<file path="config.mk">
export PLATFORM = sky130hd
export DESIGN_NAME = hyper_cmd_bridge
export DESIGN_NICKNAME = d
export VERILOG_FILES = /design/src/rtl/hyper_bridge_pkg.sv /design/src/rtl/hyper_bridge_txser.sv /design/src/rtl/hyper_cmd_bridge.sv
export SDC_FILE = /design/constraint.sdc
export NUM_CORES = 1
export LEC_CHECK = 0
export BUFFER_PORTS_ARGS = -buffer_cell sky130_fd_sc_hd__buf_2
export CAP_MARGIN = 10
export CELL_PAD_IN_SITES_DETAIL_PLACEMENT = 1
export CELL_PAD_IN_SITES_GLOBAL_PLACEMENT = 2
export CORE_MARGIN = 3
export CORE_UTILIZATION = 41
export CTS_CLUSTER_DIAMETER = 100
export CTS_CLUSTER_SIZE = 20
export DETAILED_ROUTE_END_ITERATION = 7
export MAX_ROUTING_LAYER = met4
export PLACE_DENSITY_LB_ADDON = 0.08
export RECOVER_POWER = 100
export SETUP_SLACK_MARGIN = 0.4
export SYNTH_ARGS = -nofsm -noshare
export SYNTH_HDL_FRONTEND = slang
export SYNTH_HIERARCHICAL = 1
export SYNTH_SLANG_ARGS = --single-unit
</file>
<file path="constraint.sdc">
create_clock -name clk -period 7.3 [get_ports clk]
set_clock_uncertainty 0.15 [all_clocks]
set_input_delay 0.73 -clock clk [delete_from_list [all_inputs] [get_ports clk]]
set_output_delay 0.73 -clock clk [all_outputs]
set_load 0.02 [all_outputs]
</file>
<file path="src/rtl/hyper_bridge_pkg.sv">
// hyper_bridge_pkg: command codes, error codes and FSM states
// shared by the UART-to-HyperRAM command bridge.
package hyper_bridge_pkg;

    localparam logic [7:0] CMD_ADDR     = 8'h01;
    localparam logic [7:0] CMD_LOAD     = 8'h02;
    localparam logic [7:0] CMD_WRITE    = 8'h03;
    localparam logic [7:0] CMD_READ     = 8'h04;
    localparam logic [7:0] CMD_READ_REQ = 8'h05;
    localparam logic [7:0] CMD_COUNT    = 8'h06;
    localparam logic [7:0] CMD_CONST    = 8'h07;
    localparam logic [7:0] CMD_STATUS   = 8'h08;

    localparam logic [7:0] ERR_NONE      = 8'd0;
    localparam logic [7:0] ERR_BAD_CMD   = 8'd1;
    localparam logic [7:0] ERR_BUSY_TMO  = 8'd2;
    localparam logic [7:0] ERR_OVERFLOW  = 8'd3;
    localparam logic [7:0] ERR_BURST_LEN = 8'd4;
    localparam logic [7:0] ERR_BAD_INDEX = 8'd5;
    localparam logic [7:0] ERR_TIMEOUT   = 8'd6;

    localparam logic [2:0] ST_RX        = 3'd0;
    localparam logic [2:0] ST_EXEC      = 3'd1;
    localparam logic [2:0] ST_WAIT_BUSY = 3'd2;
    localparam logic [2:0] ST_WAIT_DONE = 3'd3;
    localparam logic [2:0] ST_RESP      = 3'd4;

    function automatic int data_bytes(input int data_w);
        return data_w / 8;
    endfunction

endpackage

</file>
<file path="src/rtl/hyper_bridge_txser.sv">
// hyper_bridge_txser: sends one DATA_W word MSB byte first over the
// tx_ready/tx_start handshake and pulses done_o after the last byte.
module hyper_bridge_txser
    import hyper_bridge_pkg::*;
#(
    parameter int DATA_W = 32
) (
    input  logic              clk,
    input  logic              reset,
    input  logic              start_i,
    input  logic [DATA_W-1:0] word_i,
    input  logic              tx_ready_i,
    output logic              tx_start_o,
    output logic [7:0]        tx_data_o,
    output logic              done_o
);

    localparam int NB = data_bytes(DATA_W);
    localparam int CW = $clog2(NB + 1);

    logic [DATA_W-1:0] sh_q, sh_d;
    logic [CW-1:0]     cnt_q, cnt_d;
    logic              wlo_q, wlo_d;
    logic              start_q, start_d;
    logic [7:0]        data_q, data_d;
    logic              done_q, done_d;

    always_comb begin
        sh_d    = sh_q;
        cnt_d   = cnt_q;
        wlo_d   = wlo_q;
        start_d = 1'b0;
        data_d  = data_q;
        done_d  = 1'b0;
        if (start_i) begin
            sh_d  = word_i;
            cnt_d = CW'(NB);
            wlo_d = 1'b0;
        end else if (cnt_q != '0) begin
            if (!wlo_q) begin
                if (tx_ready_i) begin
                    start_d = 1'b1;
                    data_d  = sh_q[DATA_W-1 -: 8];
                    wlo_d   = 1'b1;
                end
            end else if (!tx_ready_i && !start_q) begin
                // the UART has accepted the byte; move to the next one
                sh_d   = sh_q << 8;
                cnt_d  = cnt_q - 1'b1;
                wlo_d  = 1'b0;
                done_d = (cnt_q == CW'(1));
            end
        end
    end

    always_ff @(posedge clk) begin
        if (reset) begin
            sh_q    <= '0;
            cnt_q   <= '0;
            wlo_q   <= 1'b0;
            start_q <= 1'b0;
            data_q  <= '0;
            done_q  <= 1'b0;
        end else begin
            sh_q    <= sh_d;
            cnt_q   <= cnt_d;
            wlo_q   <= wlo_d;
            start_q <= start_d;
            data_q  <= data_d;
            done_q  <= done_d;
        end
    end

    assign tx_start_o = start_q;
    assign tx_data_o  = data_q;
    assign done_o     = done_q;

endmodule

</file>
<file path="src/rtl/hyper_cmd_bridge.sv">
// hyper_cmd_bridge: byte-serial command frames to hyper_xface requests.
// Define HYPER_BRIDGE_TIMEOUT_EN to drop stalled partial frames.
module hyper_cmd_bridge
    import hyper_bridge_pkg::*;
#(
    parameter int DATA_W     = 32,
    parameter int ADDR_W     = 32,
    parameter int MAX_BURST  = 8,
    parameter int BUSY_WAIT  = 16,
    parameter int CONST_WORD = 259
) (
    input  logic                   clk,
    input  logic                   reset,
    input  logic                   rx_valid,
    input  logic [7:0]             rx_data,
    input  logic                   tx_ready,
    output logic                   tx_start,
    output logic [7:0]             tx_data,
    output logic                   rd_req,
    output logic                   wr_req,
    output logic [ADDR_W-1:0]      addr,
    output logic [DATA_W-1:0]      wr_d,
    output logic [DATA_W/8-1:0]    wr_byte_en,
    output logic [5:0]             rd_num_dwords,
    input  logic [DATA_W-1:0]      rd_d,
    input  logic                   rd_rdy,
    input  logic                   busy,
    output logic                   err
);

    localparam int NB  = data_bytes(DATA_W);
    localparam int FW  = 8 * (NB + 1);
    localparam int BCW = $clog2(NB + 1);
    localparam int IW  = (MAX_BURST > 1) ? $clog2(MAX_BURST) : 1;
    localparam int BWW = $clog2(BUSY_WAIT + 1);

    logic [2:0]        st_q, st_d;
    logic [FW-1:0]     frame_q, frame_d;
    logic [BCW-1:0]    bcnt_q, bcnt_d;
    logic [ADDR_W-1:0] addr_q, addr_d;
    logic [DATA_W-1:0] wrd_q, wrd_d;
    logic [NB-1:0]     be_q, be_d;
    logic [5:0]        nd_q, nd_d;
    logic [7:0]        wcnt_q, wcnt_d;
    logic [BWW-1:0]    bw_q, bw_d;
    logic              err_q, err_d;
    logic [7:0]        ecode_q, ecode_d;
    logic [DATA_W-1:0] cnt_q, cnt_d;
    logic [15:0]       ovr_q, ovr_d;
    logic [7:0]        last_q, last_d;
    logic              rdr_q, rdr_d;
    logic              wrr_q, wrr_d;

    logic [DATA_W-1:0] rbuf_q [MAX_BURST];
    logic              rbuf_we;
    logic [IW-1:0]     rbuf_wi;
    logic              tx_go;
    logic [DATA_W-1:0] tx_word;
    logic              tx_done;
    logic [7:0]        wnext;
    logic [7:0]        code;

    wire [7:0]        cmd     = frame_q[FW-1 -: 8];
    wire [DATA_W-1:0] payload = frame_q[DATA_W-1:0];

    function automatic logic [DATA_W-1:0] fit32(input logic [31:0] w);
        return DATA_W'(w);
    endfunction

`ifdef HYPER_BRIDGE_TIMEOUT_EN
    localparam int TIMEOUT_CYC = 2 ** 20;
    logic [20:0] tmo_q, tmo_d;
`endif

    always_comb begin
        st_d = st_q; frame_d = frame_q; bcnt_d = bcnt_q;
        addr_d = addr_q; wrd_d = wrd_q; be_d = be_q; nd_d = nd_q;
        wcnt_d = wcnt_q; bw_d = bw_q; err_d = err_q; ecode_d = ecode_q;
        cnt_d = cnt_q; ovr_d = ovr_q; last_d = last_q;
        rdr_d = 1'b0; wrr_d = 1'b0;
        tx_go = 1'b0; tx_word = '0;
        rbuf_we = 1'b0; rbuf_wi = '0;
        wnext = wcnt_q; code = ecode_q;
        if (rx_valid && st_q != ST_RX && ovr_q != 16'hFFFF)
            ovr_d = ovr_q + 16'd1;
        unique case (st_q)
            ST_RX: begin
                if (rx_valid) begin
                    frame_d = {frame_q[FW-9:0], rx_data};
                    if (bcnt_q == BCW'(NB)) begin
                        bcnt_d = '0;
                        st_d   = ST_EXEC;
                    end else begin
                        bcnt_d = bcnt_q + 1'b1;
                    end
                end
            end
            ST_EXEC: begin
                tx_go = 1'b1;
                st_d  = ST_RESP;
                unique case (cmd)
                    CMD_ADDR: begin
                        addr_d  = payload[ADDR_W-1:0];
                        tx_word = payload;
                    end
                    CMD_LOAD: begin
                        wrd_d   = payload;
                        tx_word = payload;
                    end
                    CMD_WRITE: begin
                        tx_go = 1'b0;
                        if (busy) begin
                            st_d = ST_EXEC;
                        end else begin
                            wrr_d  = 1'b1;
                            be_d   = (payload[NB-1:0] == '0) ? '1 : payload[NB-1:0];
                            wcnt_d = '0;
                            bw_d   = '0;
                            st_d   = ST_WAIT_BUSY;
                        end
                    end
                    CMD_READ: begin
                        if (payload >= DATA_W'(MAX_BURST)) begin
                            tx_word = '1;
                            err_d   = 1'b1;
                            ecode_d = ERR_BAD_INDEX;
                        end else begin
                            tx_word = rbuf_q[payload[IW-1:0]];
                        end
                    end
                    CMD_READ_REQ: begin
                        if (payload == '0 || payload > DATA_W'(MAX_BURST)) begin
                            err_d   = 1'b1;
                            ecode_d = ERR_BURST_LEN;
                            tx_word = fit32({cmd, ERR_BURST_LEN, 16'h0});
                        end else begin
                            tx_go = 1'b0;
                            if (busy) begin
                                st_d = ST_EXEC;
                            end else begin
                                rdr_d  = 1'b1;
                                nd_d   = payload[5:0];
                                wcnt_d = '0;
                                bw_d   = '0;
                                st_d   = ST_WAIT_BUSY;
                            end
                        end
                    end
                    CMD_COUNT: begin
                        tx_word = cnt_q;
                        cnt_d   = cnt_q + 1'b1;
                    end
                    CMD_CONST: tx_word = DATA_W'(CONST_WORD);
                    CMD_STATUS: begin
                        tx_word = fit32({ovr_q, ecode_q, last_q});
                        err_d   = 1'b0;
                        ecode_d = ERR_NONE;
                        ovr_d   = '0;
                    end
                    default: begin
                        tx_word = '1;
                        err_d   = 1'b1;
                        ecode_d = ERR_BAD_CMD;
                    end
                endcase
            end
            ST_WAIT_BUSY: begin
                bw_d = bw_q + 1'b1;
                if (busy) begin
                    st_d = ST_WAIT_DONE;
                end else if (bw_q == BWW'(BUSY_WAIT - 1)) begin
                    err_d   = 1'b1;
                    ecode_d = ERR_BUSY_TMO;
                    tx_go   = 1'b1;
                    tx_word = fit32({cmd, ERR_BUSY_TMO, 8'h0, wcnt_q});
                    st_d    = ST_RESP;
                end
            end
            ST_WAIT_DONE: begin
                // a word arriving with busy's falling edge still counts
                if (rd_rdy) begin
                    if (wcnt_q < {2'b00, nd_q}) begin
                        rbuf_we = 1'b1;
                        rbuf_wi = wcnt_q[IW-1:0];
                        wnext   = wcnt_q + 8'd1;
                    end else begin
                        err_d   = 1'b1;
                        ecode_d = ERR_OVERFLOW;
                        code    = ERR_OVERFLOW;
                    end
                end
                wcnt_d = wnext;
                if (!busy) begin
                    if (cmd == CMD_READ_REQ) last_d = wnext;
                    tx_go   = 1'b1;
                    tx_word = fit32({cmd, code, 8'h0, wnext});
                    st_d    = ST_RESP;
                end
            end
            ST_RESP: begin
                if (tx_done) st_d = ST_RX;
            end
            default: st_d = ST_RX;
        endcase
`ifdef HYPER_BRIDGE_TIMEOUT_EN
        tmo_d = '0;
        if (st_q == ST_RX && bcnt_q != '0 && !rx_valid) begin
            if (tmo_q == 21'(TIMEOUT_CYC - 1)) begin
                bcnt_d  = '0;
                err_d   = 1'b1;
                ecode_d = ERR_TIMEOUT;
            end else begin
                tmo_d = tmo_q + 21'd1;
            end
        end
`endif
    end

    always_ff @(posedge clk) begin
        if (reset) begin
            st_q <= ST_RX; frame_q <= '0; bcnt_q <= '0;
            addr_q <= '0; wrd_q <= '0; be_q <= '1; nd_q <= 6'd1;
            wcnt_q <= '0; bw_q <= '0; err_q <= 1'b0; ecode_q <= ERR_NONE;
            cnt_q <= '0; ovr_q <= '0; last_q <= '0;
            rdr_q <= 1'b0; wrr_q <= 1'b0;
        end else begin
            st_q <= st_d; frame_q <= frame_d; bcnt_q <= bcnt_d;
            addr_q <= addr_d; wrd_q <= wrd_d; be_q <= be_d; nd_q <= nd_d;
            wcnt_q <= wcnt_d; bw_q <= bw_d; err_q <= err_d; ecode_q <= ecode_d;
            cnt_q <= cnt_d; ovr_q <= ovr_d; last_q <= last_d;
            rdr_q <= rdr_d; wrr_q <= wrr_d;
        end
    end

`ifdef HYPER_BRIDGE_TIMEOUT_EN
    always_ff @(posedge clk) begin
        if (reset) tmo_q <= '0;
        else       tmo_q <= tmo_d;
    end
`endif

    // read buffer deliberately survives reset
    always_ff @(posedge clk) begin
        if (rbuf_we && !reset) rbuf_q[rbuf_wi] <= rd_d;
    end

    hyper_bridge_txser #(.DATA_W(DATA_W)) u_txser (
        .clk        (clk),
        .reset      (reset),
        .start_i    (tx_go),
        .word_i     (tx_word),
        .tx_ready_i (tx_ready),
        .tx_start_o (tx_start),
        .tx_data_o  (tx_data),
        .done_o     (tx_done)
    );

    assign rd_req        = rdr_q;
    assign wr_req        = wrr_q;
    assign addr          = addr_q;
    assign wr_d          = wrd_q;
    assign wr_byte_en    = be_q;
    assign rd_num_dwords = nd_q;
    assign err           = err_q;

endmodule

</file>
==> run_results.csv, run 1 <==
group,metric,value,unit
outcome,status,"finished with violations",
outcome,violations,"max-capacitance violations, max-slew violations",
global_routing,grt_usage,0.244,
setup_path,reg2reg_depth,6,
routing,wl_per_cell,25.6,um
synth,yosysUniqueCellTypes,82,
die,core_area,51800,um2
timing,tightest_slew,2.63,ns
routing,wl,67600,um
layout,drive_above_1_share,0.0970,
clock_network,clk_path_buf_depth,3,
die,row_count,83,
clock_network,clock-sinks,505,
placement,preCtsSetupSlack,3.42,ns
routing,dr.first_iter.drc_count,1347,
timing,finalMaxSlewViolations,415,
synth,synth_fa_ha_area_frac,0.00922,
timing,fin_tns_setup,0,ns
routing,avgViaCountPerCell,5.84,
routing,antenna_left,0,
synth,yosysTopAreaCellShare,0.354,
layout,final_nets,2001,
die,start_util,0.419,
clock_network,numCtsBuffers,30,
routing,drc_errors,0,
synth,ys_warn_count,6,
clock_network,cts_hold_buf,0,
setup_path,r2r-end,"err",
synth,avgSynthCellArea,11.5,um2
clock_network,clockRootBuffer,"clkbuf_16",
clock_network,cts_tree,"done",
setup_path,cp.arrival,5.55,ns
synth,syn_inst,1890,
die,die_y,236,um
setup_path,crit_path_start,"st_q[2]",
synth,yosysSeqAreaShare,0.583,
hold_path,min_path_type,"primary input to flop",
die,ios,132,
power,p_leak,7.18,nW
synth,synth_edf_count,256,
synth,ys_seq_elements,505,
synth,synthXorXnorAreaFrac,0.0165,
setup_path,cp_max_fo,39,
synth,yosys.area.top_type,"edfxtp_1",
timing,timing.fmax,193,MHz
global_routing,grt_max_degree,92,
clock_network,ctsResizeCount,0,
die,die-area,55800,um2
timing,period_share,0.709,
setup_path,worstSetupPathType,"flop to flop",
power,power_density,213,nW/um2
global_routing,grt_antenna_before_repair,0,
synth,synth-simple-area-share,0.129,
global_routing,grt_first_pass_wirelength,102000,um
global_routing,overflow,0,
timing,slew_headroom,-0.754,
synth,synth_fp_nets,1952,
timing,finalCriticalPeriod,5.17,ns
power,worst_ir_drop_vdd,0.235,mV
layout,antenna_cells,0,
job,maxCapViolCount,12,
clock_network,insertion_delay,0.63,ns
global_routing,grt_pass1_vias,15500,
clock_network,cts_setup_buffers,0,
timing,hold_viol,0,
clock_network,path_clk_slew,0.09,ns
placement,io_buffers,131,
placement,hpwl,45700,um
synth,synthTopCellsByArea,"edfxtp_1 35%, dfxtp_1 23%, mux4_2 6.6%, nand2_1 5.1%, a21oi_1 4.6%",
setup_path,r2r_slack,2.13,ns
synth,mappedNetlistArea,21700,um2
timing,rsz0062_at_grt,"no",
timing,setup_slack,2.13,ns
clock_network,cts_max_level,1,
setup_path,r2r_start,"st_q[2]",
synth,synth-main-ff-cell,"edfxtp_1",
layout,area_delta_synth_final,8.72,%
synth,synth_compound_gate_area_share,0.143,
timing,finalSetupViolations,0,
placement,gp_congestion,0.839,
setup_path,crit_end,"err",
synth,synth_top_family_by_area,"compound AO/OA/AOI/OAI gates",
routing,dr.pass1.iters,5,
setup_path,cp-end-kind,"flop",
synth,ys_async_sr_fraction,0,
die,fp.dieW,236,um
setup_path,worstPathRequired,7.67,ns
layout,fillCellCount,5553,
setup_path,crit_path_start_kind,"flop",
routing,vias,15400,
synth,muxShareOfSynthArea,0.0807,
power by group:
part,internal [mW],switching [mW]
clock network,0.838,0.985
logic,0.0654,0.138
registers,2.98,0.0219
total,3.88,1.14
critical path: stages (launching register included):
cell	delay, ns
dfxtp_1	0.67
or3b_1	1.23
nor3_1	0.54
a211o_1	0.41
a211oi_1	0.72
a31o_1	1.07
o21ba_1	0.25
cell type report:
type,count,area [um2],area share
Sequential cell,505,12700,0.537
Tap cell,680,851,0.0360
Clock inverter,4,57.6,0.00244
Inverter,50,188,0.00795
Timing Repair Buffer,163,716,0.0303
Multi-Input combinational cell,1189,8250,0.349
Clock buffer,47,877,0.0371
sequential cells by signal, summed over array words and instances (netlist names), 3 cells and up, named ones only:
| name | cells |
|---|---|
| cnt_q | 32 |
| wr_d | 32 |
| addr | 32 |
| rbuf_q | 256 |
| u_txser/cnt_q | 3 |
| wcnt_q | 8 |
| u_txser/sh_q | 32 |
| ecode_q | 8 |
| wr_byte_en | 4 |
| frame_q | 40 |
| rd_num_dwords | 6 |
| st_q | 3 |
| ovr_q | 16 |
| u_txser/tx_data_o | 8 |
| last_q | 8 |
| bcnt_q | 3 |
| bw_q | 5 |
synth_stat cells, types with 26 or more instances:
library cell	number
mux4_2	64
inv_1	49
dfxtp_1	249
nor3_1	32
a21oi_1	198
nor2_1	81
edfxtp_1	256
a41oi_1	26
mux2i_1	30
clkbuf_1	104
a221oi_1	29
o21ai_0	36
nand2_1	294
nand3_1	29
o31ai_1	35
metrics by stage:
stage          power, mW  instance area, um2  hold slack, ns  std cells   util
2_1_floorplan       3.18               21700           0.297       1890      -
3_3_place_gp        3.27               22900           0.291       2587  0.442
3_5_place_dp        3.28               22900           0.300       2587  0.442
4_1_cts             5.09               23900           0.171       2638  0.460
5_1_grt             5.20               23600           0.197       2638  0.456
6_report            5.03               23600           0.208       2638  0.456
kinds of logic after synthesis:
| group | after synthesis |
|---|---|
| multiplexers | 95 |
| AO/OA/AOI/OAI | 453 |
| flip-flops | 505 |
| XOR/XNOR | 41 |
| buffers and inverters | 196 |
| adder cells (fa/ha/maj) | 16 |
| AND/OR/NAND/NOR | 584 |
layout by cell type (no fill, tap or decap), types with 30 or more instances in the layout:
| master | instances |
|---|---|
| nand2_1 | 294 |
| a21oi_1 | 198 |
| mux4_2 | 64 |
| clkbuf_1 | 142 |
| edfxtp_1 | 256 |
| a221oi_1 | 30 |
| clkbuf_16 | 32 |
| nor3_1 | 32 |
| o31ai_1 | 35 |
| dfxtp_1 | 246 |
| nor2_1 | 76 |
| inv_1 | 49 |
| o21ai_0 | 36 |
| mux2i_1 | 30 |
routing by layer:
metal  GRT usage  vias up  wire [um]
met2       0.397      304      33000
met3      0.0264       81       2600
li1            -     7157          -
met1       0.331     7867      30200
met4      0.0586        0       1840
met5           -        -          0
worst min-delay path by stage:
stage	end	start	cells after the start	slack [ns]
final	frame_q[7]	rx_data[7]	3	0.21
after global routing	frame_q[7]	rx_data[7]	3	0.20
after global placement	addr[15]	addr[15]	2	0.29
after detailed placement	addr[1]	addr[1]	2	0.30
after CTS	rbuf_q[7][19]	rd_d[19]	1	0.17
after floorplan	u_txser/tx_data_o[0]	u_txser/sh_q[24]	2	0.30
Note: power is estimated with default switching activity, not from simulation.
==> run 2: changes to the inputs <==
Settings changed: ABC_AREA set to 1, CORE_UTILIZATION 41 to 34.
Clock period 7.3 ns to 4.3 ns, I/O delays scaled along.
==> run 2 against run 1 <==
  * The run still ends with max-capacitance violations, max-slew violations left
  * Setup slack got worse by 1.5 ns
  * Cell area increased by 5.0%
  * Largest power group unchanged
  * Maximum frequency increased by 43%
  * Largest cell class unchanged
  * Synthesized area increased by 2.2%
  * Combinational power increased to 3.1 times the previous value
  * Highest routed layer unchanged
  * Sequential power increased by 72%
  * Count of clock-buffer cells in the layout unchanged
  * Via count increased by 17%
==> run_results.csv, run 2 <==
group,metric,value,unit
synth,muxShareOfSynthArea,0.00270,
routing,avgViaCountPerCell,5.15,
setup_path,crit_end,"rbuf_q[7][19]",
routing,wl_met1,37000,um
synth,syn_inst,2525,
die,start_util,0.344,
layout,largestRegisters,"rbuf_q x256, frame_q x40",
synth,yosysTopAreaCellShare,0.346,
setup_path,crit_path_start_kind,"flop",
setup_path,cp.arrival,3.66,ns
clock_network,cts_max_level,2,
synth,synth_compound_gate_area_share,0.133,
hold_path,min_path_type,"primary input to flop",
power,p_switching,2.33,mW
layout,multi_input_area,8260,um2
power,sequentialPowerShare,0.565,
die,die_y,262,um
setup_path,cp_max_fo,32,
synth,synth.most_common_cell,"nor2_1",
placement,io_buffers,131,
timing,finalCriticalPeriod,3.63,ns
timing,slew_headroom,-0.261,
routing,wl_per_cell,21.2,um
clock_network,cts_tree,"done",
setup_path,r2r_slack,0.67,ns
synth,ys_warn_count,6,
layout,fin_util,0.384,
power,p_sw_frac,0.255,
synth,synth_edf_count,256,
placement,gp_congestion,0.834,
synth,yosysUniqueCellTypes,53,
global_routing,grt_pass1_vias,18200,
synth,ys_async_sr_fraction,0,
layout,regArea,12700,um2
die,ios,132,
layout,fillCellCount,7573,
power,p_leak,8.57,nW
routing,dr.first_iter.drc_count,1072,
power,p_int,6.80,mW
synth,yosysSeqAreaShare,0.571,
global_routing,overflow,0,
hold_path,min_from,"rx_data[1]",
setup_path,cp-end-kind,"flop",
routing,dr_wl_met3,2620,um
power,finalPower,9.14,mW
timing,rsz0062_at_grt,"no",
global_routing,grt_antenna_before_repair,1,
synth,synth_commonest_cells,"485 x nor2_1, 408 x nand2_1, 267 x o21ai_0",
clock_network,clk_path_buf_depth,3,
setup_path,r2r_start,"wcnt_q[2]",
setup_path,r2r-end,"rbuf_q[7][19]",
synth,synthXorXnorAreaFrac,0.0122,
outcome,violations,"max-capacitance violations, max-slew violations",
routing,drc_errors,0,
clock_network,cts_hold_buf,31,
job,maxCapViolCount,1,
layout,regMostFlops,"rbuf_q",
timing,hold_viol,0,
clock_network,numCtsBuffers,34,
layout,largest_reg_flops,256,
die,fp.dieW,262,um
timing,finalMaxSlewViolations,40,
die,core_area,64600,um2
die,row_count,93,
power,clockPowerShare,0.365,
power,worst_ir_drop_vdd,0.248,mV
timing,period_share,0.844,
global_routing,grt_first_pass_wirelength,113000,um
layout,area_delta_synth_final,11.7,%
layout,antenna_cells,0,
layout,drive_above_1_share,0.0563,
layout,layout_common_cells,"483 x nor2_1, 411 x nand2_1, 268 x o21ai_0, 256 x edfxtp_1, 247 x dfxtp_1",
timing,tightest_slew,1.89,ns
routing,vias,18100,
synth,ys_seq_elements,505,
outcome,status,"finished with violations",
clock_network,path_clk_slew,0.08,ns
synth,synth_top_family_by_area,"simple AND/OR/NAND/NOR gates",
layout,final_nets,2688,
layout,final_common_cell,"nor2_1",
global_routing,grt_max_degree,129,
routing,wl,74400,um
routing,antenna_left,0,
timing,finalSetupViolations,0,
clock_network,cts_setup_buffers,0,
global_routing,grt_usage,0.223,
clock_network,insertion_delay,0.57,ns
synth,synthTopCellsByArea,"edfxtp_1 35%, dfxtp_1 22%, nor2_1 8.2%, nand2_1 6.9%, o21ai_0 6.0%",
timing,setup_slack,0.673,ns
setup_path,worstSetupPathType,"flop to flop",
synth,synth_fp_nets,2587,
synth,synth-main-ff-cell,"edfxtp_1",
synth,avgSynthCellArea,8.80,um2
setup_path,worstPathRequired,4.34,ns
timing,timing.fmax,276,MHz
routing,wl_met2,33400,um
synth,synth_fa_ha_area_frac,0.00901,
timing,fin_tns_setup,0,ns
clock_network,clockRootBuffer,"clkbuf_16",
routing,dr.pass1.iters,5,
placement,preCtsSetupSlack,1.02,ns
clock_network,ctsResizeCount,0,
setup_path,crit_path_start,"wcnt_q[2]",
synth,synth-simple-area-share,0.215,
power,power_density,368,nW/um2
setup_path,reg2reg_depth,11,
power,combPwrFrac,0.070,
placement,hpwl,50600,um
clock_network,clock-sinks,505,
synth,mappedNetlistArea,22200,um2
die,die-area,68400,um2
synth,yosys.area.top_type,"edfxtp_1",
routing,maxUsedRoutingLayer,"met4",
==> run 2: cell count changes in the layout (fill, tap and decap cells not counted), sizes merged, moves of 31 or more <==
cell | previous run | this run
o32ai | 1 | 47
mux4 | 64 | 0
inv | 52 | 170
o21ai | 36 | 280
a221oi | 47 | 1
a21oi | 198 | 142
dlygate4sd3 | 0 | 31
o31ai | 35 | 0
nand2 | 294 | 416
nor2 | 91 | 506
nand3 | 29 | 148
==> run 2: per-stage QoR <==
step                      hold WS (ns)  cells  instance area (um2)
after floorplan                  0.282   2525                22200
after global placement           0.283   3414                23700
after detailed placement         0.289   3414                23700
after CTS                      0.00951   3503                25000
after global routing            0.0752   3503                24800
final                           0.0679   3503                24800
==> run 2: worst min path at each step <==
| stage | cells after the start | slack, ns | end |
|---|---|---|---|
| final | 3 | 0.07 | flop |
| after floorplan | 2 | 0.28 | ecode_q[3] |
| after detailed placement | 2 | 0.29 | u_txser/tx_data_o[2] |
| after CTS | 1 | 0.01 | rbuf_q[1][12] |
| after global routing | 3 | 0.08 | flop |
| after global placement | 2 | 0.28 | u_txser/tx_data_o[0] |
==> run 2: metal layers <==
metal  vias up  track usage
li1       8726            -
met1      8993        0.318
met2       265        0.342
met3        68       0.0245
met4         0       0.0493
met5         -            -
==> run 2: cell families (layout without fill, tap and decap cells) <==
family                   Yosys count  after routing
AND/OR/NAND/NOR                 1138           1138
AO/OA/AOI/OAI                    525            525
flip-flops                       505            505
buffers and inverters            304            427
XOR/XNOR                          31             31
adder cells (fa/ha/maj)           16             16
multiplexers                       6              6
==> run 2: power groups by stage <==
stage	sequential [mW]	combinational, mW	clock [mW]
finish	5.16	0.638	3.34
CTS	5.16	0.652	3.46
global route	5.17	0.717	3.64
floorplan	5.23	0.399	0
global placement	5.27	0.612	0
detailed placement	5.27	0.627	0
==> run 2: worst max-delay path, stage by stage, from the launching register on <==
cell and delay [ns]:
dfxtp_1 0.51, ha_1 0.29, nand2_1 0.06, inv_1 0.03, nand2_1 0.06, nand2_1 0.05, nand2_1 0.06, nand2_1 0.17
nor3_1 0.39, nand3_1 0.42, nor2_4 0.19, clkbuf_2 0.82
==> run 2: final cells by class <==
cell class / instances / share of cell area
Clock inverter: 11 / 0.00525
Tap cell: 855 / 0.0431
Sequential cell: 505 / 0.511
Timing Repair Buffer: 202 / 0.0455
Clock buffer: 47 / 0.0367
Multi-Input combinational cell: 1716 / 0.333
Inverter: 167 / 0.0254
